**src/rtl/major_state_seq_pkg.sv**
```systemverilog
// Shared constants for the PDP-8e major-state sequencer: state codes,
// opcode values and the group-2 HLT match pattern.
package major_state_seq_pkg;

   typedef enum logic [4:0] {
      F0 = 5'd0,  F1 = 5'd1,  F2 = 5'd2,  F3 = 5'd3,
      D0 = 5'd4,  D1 = 5'd5,  D2 = 5'd6,  D3 = 5'd7,
      E0 = 5'd8,  E1 = 5'd9,  E2 = 5'd10, E3 = 5'd11,
      H0 = 5'd12, H1 = 5'd13, H2 = 5'd14, H3 = 5'd15
   } state_e;

   localparam logic [2:0] OP_AND = 3'd0;
   localparam logic [2:0] OP_TAD = 3'd1;
   localparam logic [2:0] OP_ISZ = 3'd2;
   localparam logic [2:0] OP_DCA = 3'd3;
   localparam logic [2:0] OP_JMS = 3'd4;
   localparam logic [2:0] OP_JMP = 3'd5;
   localparam logic [2:0] OP_IOT = 3'd6;
   localparam logic [2:0] OP_OPR = 3'd7;

   // HLT: 1111 xxxx xx10 (group-2 operate, bit 10 set, bit 11 clear)
   localparam logic [0:11] HLT_MASK = 12'o7403;
   localparam logic [0:11] HLT_VAL  = 12'o7402;

   // Interrupt entry is a forced JMS 0
   localparam logic [0:11] INT_INSTR = 12'o4000;

   function automatic logic hlt_match(input logic [0:11] instr);
      return (instr & HLT_MASK) == HLT_VAL;
   endfunction

endpackage

```
**src/rtl/major_state_seq_if.sv**
```systemverilog
// Front-panel / memory / datapath signal bundle for major_state_seq.
// Optional macro INTERRUPT_EN adds int_req, ion and int_ack.
interface major_state_seq_if;
   logic [0:11] mdout;
   logic        cont;
   logic        clear_sw;
   logic        halt_sw;
   logic        sing_step;
   logic        UF;
   logic [4:0]  state;
   logic [0:11] instruction;
   logic        clear;
   logic        run;
`ifdef INTERRUPT_EN
   logic        int_req;
   logic        ion;
   logic        int_ack;
`endif

`ifdef INTERRUPT_EN
   modport master (output mdout, cont, clear_sw, halt_sw, sing_step, UF, int_req, ion,
                   input  state, instruction, clear, run, int_ack);
   modport slave  (input  mdout, cont, clear_sw, halt_sw, sing_step, UF, int_req, ion,
                   output state, instruction, clear, run, int_ack);
`else
   modport master (output mdout, cont, clear_sw, halt_sw, sing_step, UF,
                   input  state, instruction, clear, run);
   modport slave  (input  mdout, cont, clear_sw, halt_sw, sing_step, UF,
                   output state, instruction, clear, run);
`endif
endinterface

```
**src/rtl/major_state_seq_instr_decode.sv**
```systemverilog
// Combinational opcode classification used by the major-state next-state logic.
import major_state_seq_pkg::*;

module major_state_seq_instr_decode (
   input  logic [0:11] instruction_i,
   input  logic        uf_i,
   output logic        is_mem_ref_o,
   output logic        is_indirect_o,
   output logic        is_jmp_o,
   output logic        is_hlt_o
);
   logic [2:0] op;

   // Memory-reference ops are 0..5; HLT only halts outside user mode
   always_comb begin
      op            = instruction_i[0:2];
      is_mem_ref_o  = (op != OP_IOT) && (op != OP_OPR);
      is_indirect_o = is_mem_ref_o && instruction_i[3];
      is_jmp_o      = (op == OP_JMP);
      is_hlt_o      = hlt_match(instruction_i) && !uf_i;
   end
endmodule

```
**src/rtl/major_state_seq.sv**
```systemverilog
// PDP-8e major-state sequencer: F/D/E/H state codes, instruction register,
// panel handling and clear strobe. Optional macro INTERRUPT_EN.
import major_state_seq_pkg::*;

module major_state_seq (
   input logic              clk,
   input logic              reset,
   major_state_seq_if.slave bus
);
   state_e      state_q, state_d;
   logic [0:11] instr_q, instr_d;
   logic        clear_q, run_q;
   logic        load_ir, boundary, stop_req;
   logic        is_mem_ref, is_indirect, is_jmp, is_hlt;
`ifdef INTERRUPT_EN
   logic        int_ack_q, int_go;
`endif

   major_state_seq_instr_decode u_dec (
      .instruction_i (instr_q),
      .uf_i          (bus.UF),
      .is_mem_ref_o  (is_mem_ref),
      .is_indirect_o (is_indirect),
      .is_jmp_o      (is_jmp),
      .is_hlt_o      (is_hlt)
   );

   // Next-state, IR load and boundary resolution
   always_comb begin
      state_d  = H0;
      load_ir  = 1'b0;
      boundary = 1'b0;
      stop_req = bus.halt_sw || bus.sing_step;
      case (state_q)
         F0: begin state_d = F1; load_ir = 1'b1; end
         F1: state_d = F2;
         F2: state_d = F3;
         F3: begin
            if (is_indirect)                  state_d = D0;
            else if (is_mem_ref && !is_jmp)   state_d = E0;
            else if (is_hlt)                  state_d = H0;
            else                              boundary = 1'b1;
         end
         D0: state_d = D1;
         D1: state_d = D2;
         D2: state_d = D3;
         D3: begin
            if (is_jmp) boundary = 1'b1;
            else        state_d = E0;
         end
         E0: state_d = E1;
         E1: state_d = E2;
         E2: state_d = E3;
         E3: boundary = 1'b1;
         H0: begin
            if (bus.clear_sw)  state_d = H1;
            else if (bus.cont) state_d = F0;
            else               state_d = H0;
         end
         H1: state_d = H2;
         H2: state_d = H3;
         H3: state_d = H0;
         default: state_d = H0;
      endcase
      if (boundary) state_d = stop_req ? H0 : F0;

      instr_d = instr_q;
`ifdef INTERRUPT_EN
      int_go = boundary && !stop_req && bus.int_req && bus.ion;
      if (load_ir) instr_d = int_ack_q ? INT_INSTR : bus.mdout;
`else
      if (load_ir) instr_d = bus.mdout;
`endif
   end

   // State, IR and registered run/clear outputs
   always_ff @(posedge clk or negedge reset) begin
      if (!reset) begin
         state_q <= H0;
         instr_q <= '0;
         clear_q <= 1'b0;
         run_q   <= 1'b0;
      end else begin
         state_q <= state_d;
         instr_q <= instr_d;
         clear_q <= (state_d == H1);
         run_q   <= !(state_d inside {H0, H1, H2, H3});
      end
   end

`ifdef INTERRUPT_EN
   // int_ack is high exactly for the F0 cycle entered on an interrupt
   always_ff @(posedge clk or negedge reset) begin
      if (!reset) int_ack_q <= 1'b0;
      else        int_ack_q <= int_go;
   end
   assign bus.int_ack = int_ack_q;
`endif

   assign bus.state       = state_q;
   assign bus.instruction = instr_q;
   assign bus.clear       = clear_q;
   assign bus.run         = run_q;
endmodule

```
**src/flat_wrapper.sv**
```systemverilog
// flat-port wrapper written by rule: the top's interface ports become plain ports
module major_state_seq_flat 
  (clk, reset, bus_mdout, bus_cont, bus_clear_sw, bus_halt_sw, bus_sing_step, bus_UF, bus_state, bus_instruction, bus_clear, bus_run);
  major_state_seq_if bus_i ();
  input logic clk;
  input logic reset;
  input wire logic [$bits(bus_i.mdout)-1:0] bus_mdout;
  input wire logic [$bits(bus_i.cont)-1:0] bus_cont;
  input wire logic [$bits(bus_i.clear_sw)-1:0] bus_clear_sw;
  input wire logic [$bits(bus_i.halt_sw)-1:0] bus_halt_sw;
  input wire logic [$bits(bus_i.sing_step)-1:0] bus_sing_step;
  input wire logic [$bits(bus_i.UF)-1:0] bus_UF;
  output wire logic [$bits(bus_i.state)-1:0] bus_state;
  output wire logic [$bits(bus_i.instruction)-1:0] bus_instruction;
  output wire logic [$bits(bus_i.clear)-1:0] bus_clear;
  output wire logic [$bits(bus_i.run)-1:0] bus_run;
  assign bus_i.mdout = bus_mdout;
  assign bus_i.cont = bus_cont;
  assign bus_i.clear_sw = bus_clear_sw;
  assign bus_i.halt_sw = bus_halt_sw;
  assign bus_i.sing_step = bus_sing_step;
  assign bus_i.UF = bus_UF;
  assign bus_state = bus_i.state;
  assign bus_instruction = bus_i.instruction;
  assign bus_clear = bus_i.clear;
  assign bus_run = bus_i.run;
  major_state_seq u_core (.clk(clk), .reset(reset), .bus(bus_i));
endmodule
```
**config.mk**
```make
export PLATFORM = sky130hd
export DESIGN_NAME = major_state_seq_flat
export DESIGN_NICKNAME = d
export VERILOG_FILES = /design/src/rtl/major_state_seq_pkg.sv /design/src/rtl/major_state_seq_if.sv /design/src/rtl/major_state_seq_instr_decode.sv /design/src/rtl/major_state_seq.sv /design/src/flat_wrapper.sv
export SDC_FILE = /design/constraint.sdc
export NUM_CORES = 1
export LEC_CHECK = 0
export BUFFER_PORTS_ARGS = -buffer_cell sky130_fd_sc_hd__buf_2
export CORE_UTILIZATION = 40
export CTS_CLUSTER_DIAMETER = 150
export DETAILED_ROUTE_END_ITERATION = 16
export GPL_ROUTABILITY_DRIVEN = 0
export PLACE_DENSITY = 0.68
export SYNTH_ARGS = -nofsm -noshare
export SYNTH_HDL_FRONTEND = slang
export SYNTH_SLANG_ARGS = --single-unit
```
**constraint.sdc**
```tcl
create_clock -name clk -period 2.65 [get_ports clk]
set_clock_uncertainty 0.2 [all_clocks]
set_input_delay 0.795 -clock clk [delete_from_list [all_inputs] [get_ports clk]]
set_output_delay 0.795 -clock clk [all_outputs]
set_load 0.02 [all_outputs]
```
==> flow_summary.yaml <==
critical_path:
  path_class: "reg2out"
  required_ps: 1660
  crit_slowest_cell: "dfstp_2"
  cp_cell_sequence: "buf_2"
  end_kind: "primary output"
  critPathTopFamily: "flip-flops"
  crit_fanout: 11
  cp_data_arrival_time_ps: 1130
  critPathLaunchType: "flop"
  crit_buf_inv: 1
  max_stage_delay_ps: 640
synthesis:
  postSynthNetCount: 106
  synthTopCellsByArea: "dfrtp_1 (42%), mux2_2 (13%), dfstp_2 (5.6%)"
  synthArstFlopShare_pct: 100
  avgSynthCellArea_um2: 11.4
  synthCells: 83
  ys_seq_elements: 18
  synth-edff-count: 0
  ys_seq_area_share_pct: 47.9
  yosysMostFrequentCell: "dfrtp_1"
  yosysUniqueCellTypes: 33
  syn_area_um2: 946
  yosysTopAreaCell: "dfrtp_1"
  synth_common_cells: "dfrtp_1 (16), mux2_2 (11), inv_1 (6), a21oi_1 (5), nand2_1 (5)"
  ys.flop_type: "dfrtp_1"
  synth_top_cell_area_share_pct: 42.3
  ys_warn_count: 0
global_route:
  track_usage_pct: 15.0
  met2_usage_pct: 24.0
  antenna_found_initial: 0
  grt_pass1_wl_mm: 2.96
  grt_max_degree: 19
  grt_pass1_vias: 706
  grt.busiest_layer: "met2"
  met1_usage_pct: 20.2
  gr-total-overflow: 0
  met3_usage_pct: 3.03
cells_and_area:
  fin_area_mm2: 0.00118
  antennaDiodeCount: 0
  layout-drive-gt1-share_pct: 48.8
  layout.nets: 145
  area_growth_pct: 24.9
  final_util_pct: 53.4
timing:
  slew_violations: 0
  rsz0062_at_grt: "false"
  setup_viol: 0
  hold_violations: 0
  finalCritPeriodShare_pct: 80.1
  setup-tns-final_ps: 0
  max_clock_freq_ghz: 0.471
  finalWorstPathRequiredPeriod_ps: 2120
cts:
  postCtsSetupBuffers: 0
  cts-root-buf: "clkbuf_4"
  post_cts_resized: 0
  cts_hold_buf: 0
  cts_buffer_depth: 2
  cts_tree: "done"
  cts.clk_slew.worst_paths_ps: 110
  clk_latency_ps: 280
  cts_buffers: 3
  cts.sinks: 18
  h-tree-depth: 1
pwr:
  ir_worst_vdd_v: 0.000594
  finalPower_mw: 1.51
  power_density_mw_per_mm2: 1280
  power_leakage_nw: 0.579
drt:
  num_vias: 771
  drt.antenna.violating_nets: 0
  drcViolationCount: 0
  viasPerCell: 5.17
  drtIter0Drc: 14
  drt-total-wl_mm: 1.75
  firstDrtPassIters: 4
  avgRoutedWirePerCell_um: 11.7
floorplanning:
  coreArea_mm2: 0.00221
  start_util_pct: 42.8
  die_area_mm2: 0.00256
  die_height_um: 50.6
  chipWidth_um: 50.6
  io_pins: 38
  num_rows: 17
job:
  drv_cap: 0
placement:
  postPlaceCellArea_mm2: 0.00114
  hpwl_mm: 1.40
  io_buffer_count: 36
hold_path:
  worstHoldPathType: "in2async"
status:
  outcome: "completed"
## worst reg2reg max path, cell delays in order, from the launching register on
cell      delay, ps
dfrtp_1         400
ha_1            220
nand2b_1        120
a211o_2         340
nor3_2          260
nor3b_1         130
a21o_1          170
## logic make-up (layout without fill, tap and decap cells)
group / after synthesis / in the layout / share of synthesized area [%]
other: 1 / 1 / 0.396
buffers and inverters: 9 / 47 / 4.89
multiplexers: 12 / 12 / 14.2
adder cells (fa/ha/maj): 4 / 4 / 5.29
AND/OR/NAND/NOR: 23 / 23 / 14.8
AO/OA/AOI/OAI: 16 / 16 / 12.6
flip-flops: 18 / 18 / 47.9
## final cells by class
class                           instances  area (um^2)
Clock buffer                            4         36.3
Fill cell                             216         1030
Timing Repair Buffer                   37          188
Sequential cell                        18          453
Inverter                                6         22.5
Multi-Input combinational cell         56          447
Tap cell                               28         35.0
## layout by cell type (no fill, tap or decap), types with 2 or more instances in the layout
cell type  count
nor3_1         2
o31ai_1        2
ha_1           4
nand2_1        5
dfrtp_1       16
dfstp_2        2
buf_2         36
mux2_2        11
and2b_1        2
nor3_2         2
a21oi_1        5
nor2b_1        2
nor2_1         2
nand4b_1       2
o21a_1         2
inv_1          6
clkbuf_4       3
## state kept, by name (all words and copies together) (netlist names)
register	count
u_core.bus.clear	1
u_core.bus.instruction	12
u_core.bus.run	1
u_core.bus.state	4
## worst paths after layout
kind	startpoint	to	slack (ps)	cells after the start
min	reset	u_core.bus.instruction[5]	210	1
max	u_core.bus.state[2]	bus_state[2]	530	1
min reg2reg	u_core.bus.instruction[7]	u_core.bus.instruction[7]	310	1
min in group clk	u_core.bus.instruction[7]	u_core.bus.instruction[7]	310	1
max in group asynchronous	reset	u_core.bus.state[3]	1730	1
max reg2reg	u_core.bus.state[0]	u_core.bus.run	730	6
## stage by stage
stage	hold WS (ps)	std cells	setup WS [ps]
2_1_floorplan	299	83	594
4_1_cts	222	149	527
6_report	209	149	527
5_1_grt	241	149	485
3_5_place_dp	295	145	587
3_3_place_gp	285	145	605
## per-layer routing
layer / vias up / part of all wire [%]
met2: 32 / 46
li1: 369 / -
met5: - / 0
met1: 368 / 44
met4: 0 / 0.69
met3: 2 / 8.5
## report_power, final
group | internal, mW | switching [mW] | total [mW]
sequential | 0.425 | 0.135 | 0.560
combinational | 0.340 | 0.449 | 0.789
clock | 0.0835 | 0.0810 | 0.165
Note: power is estimated with default switching activity, not from simulation.
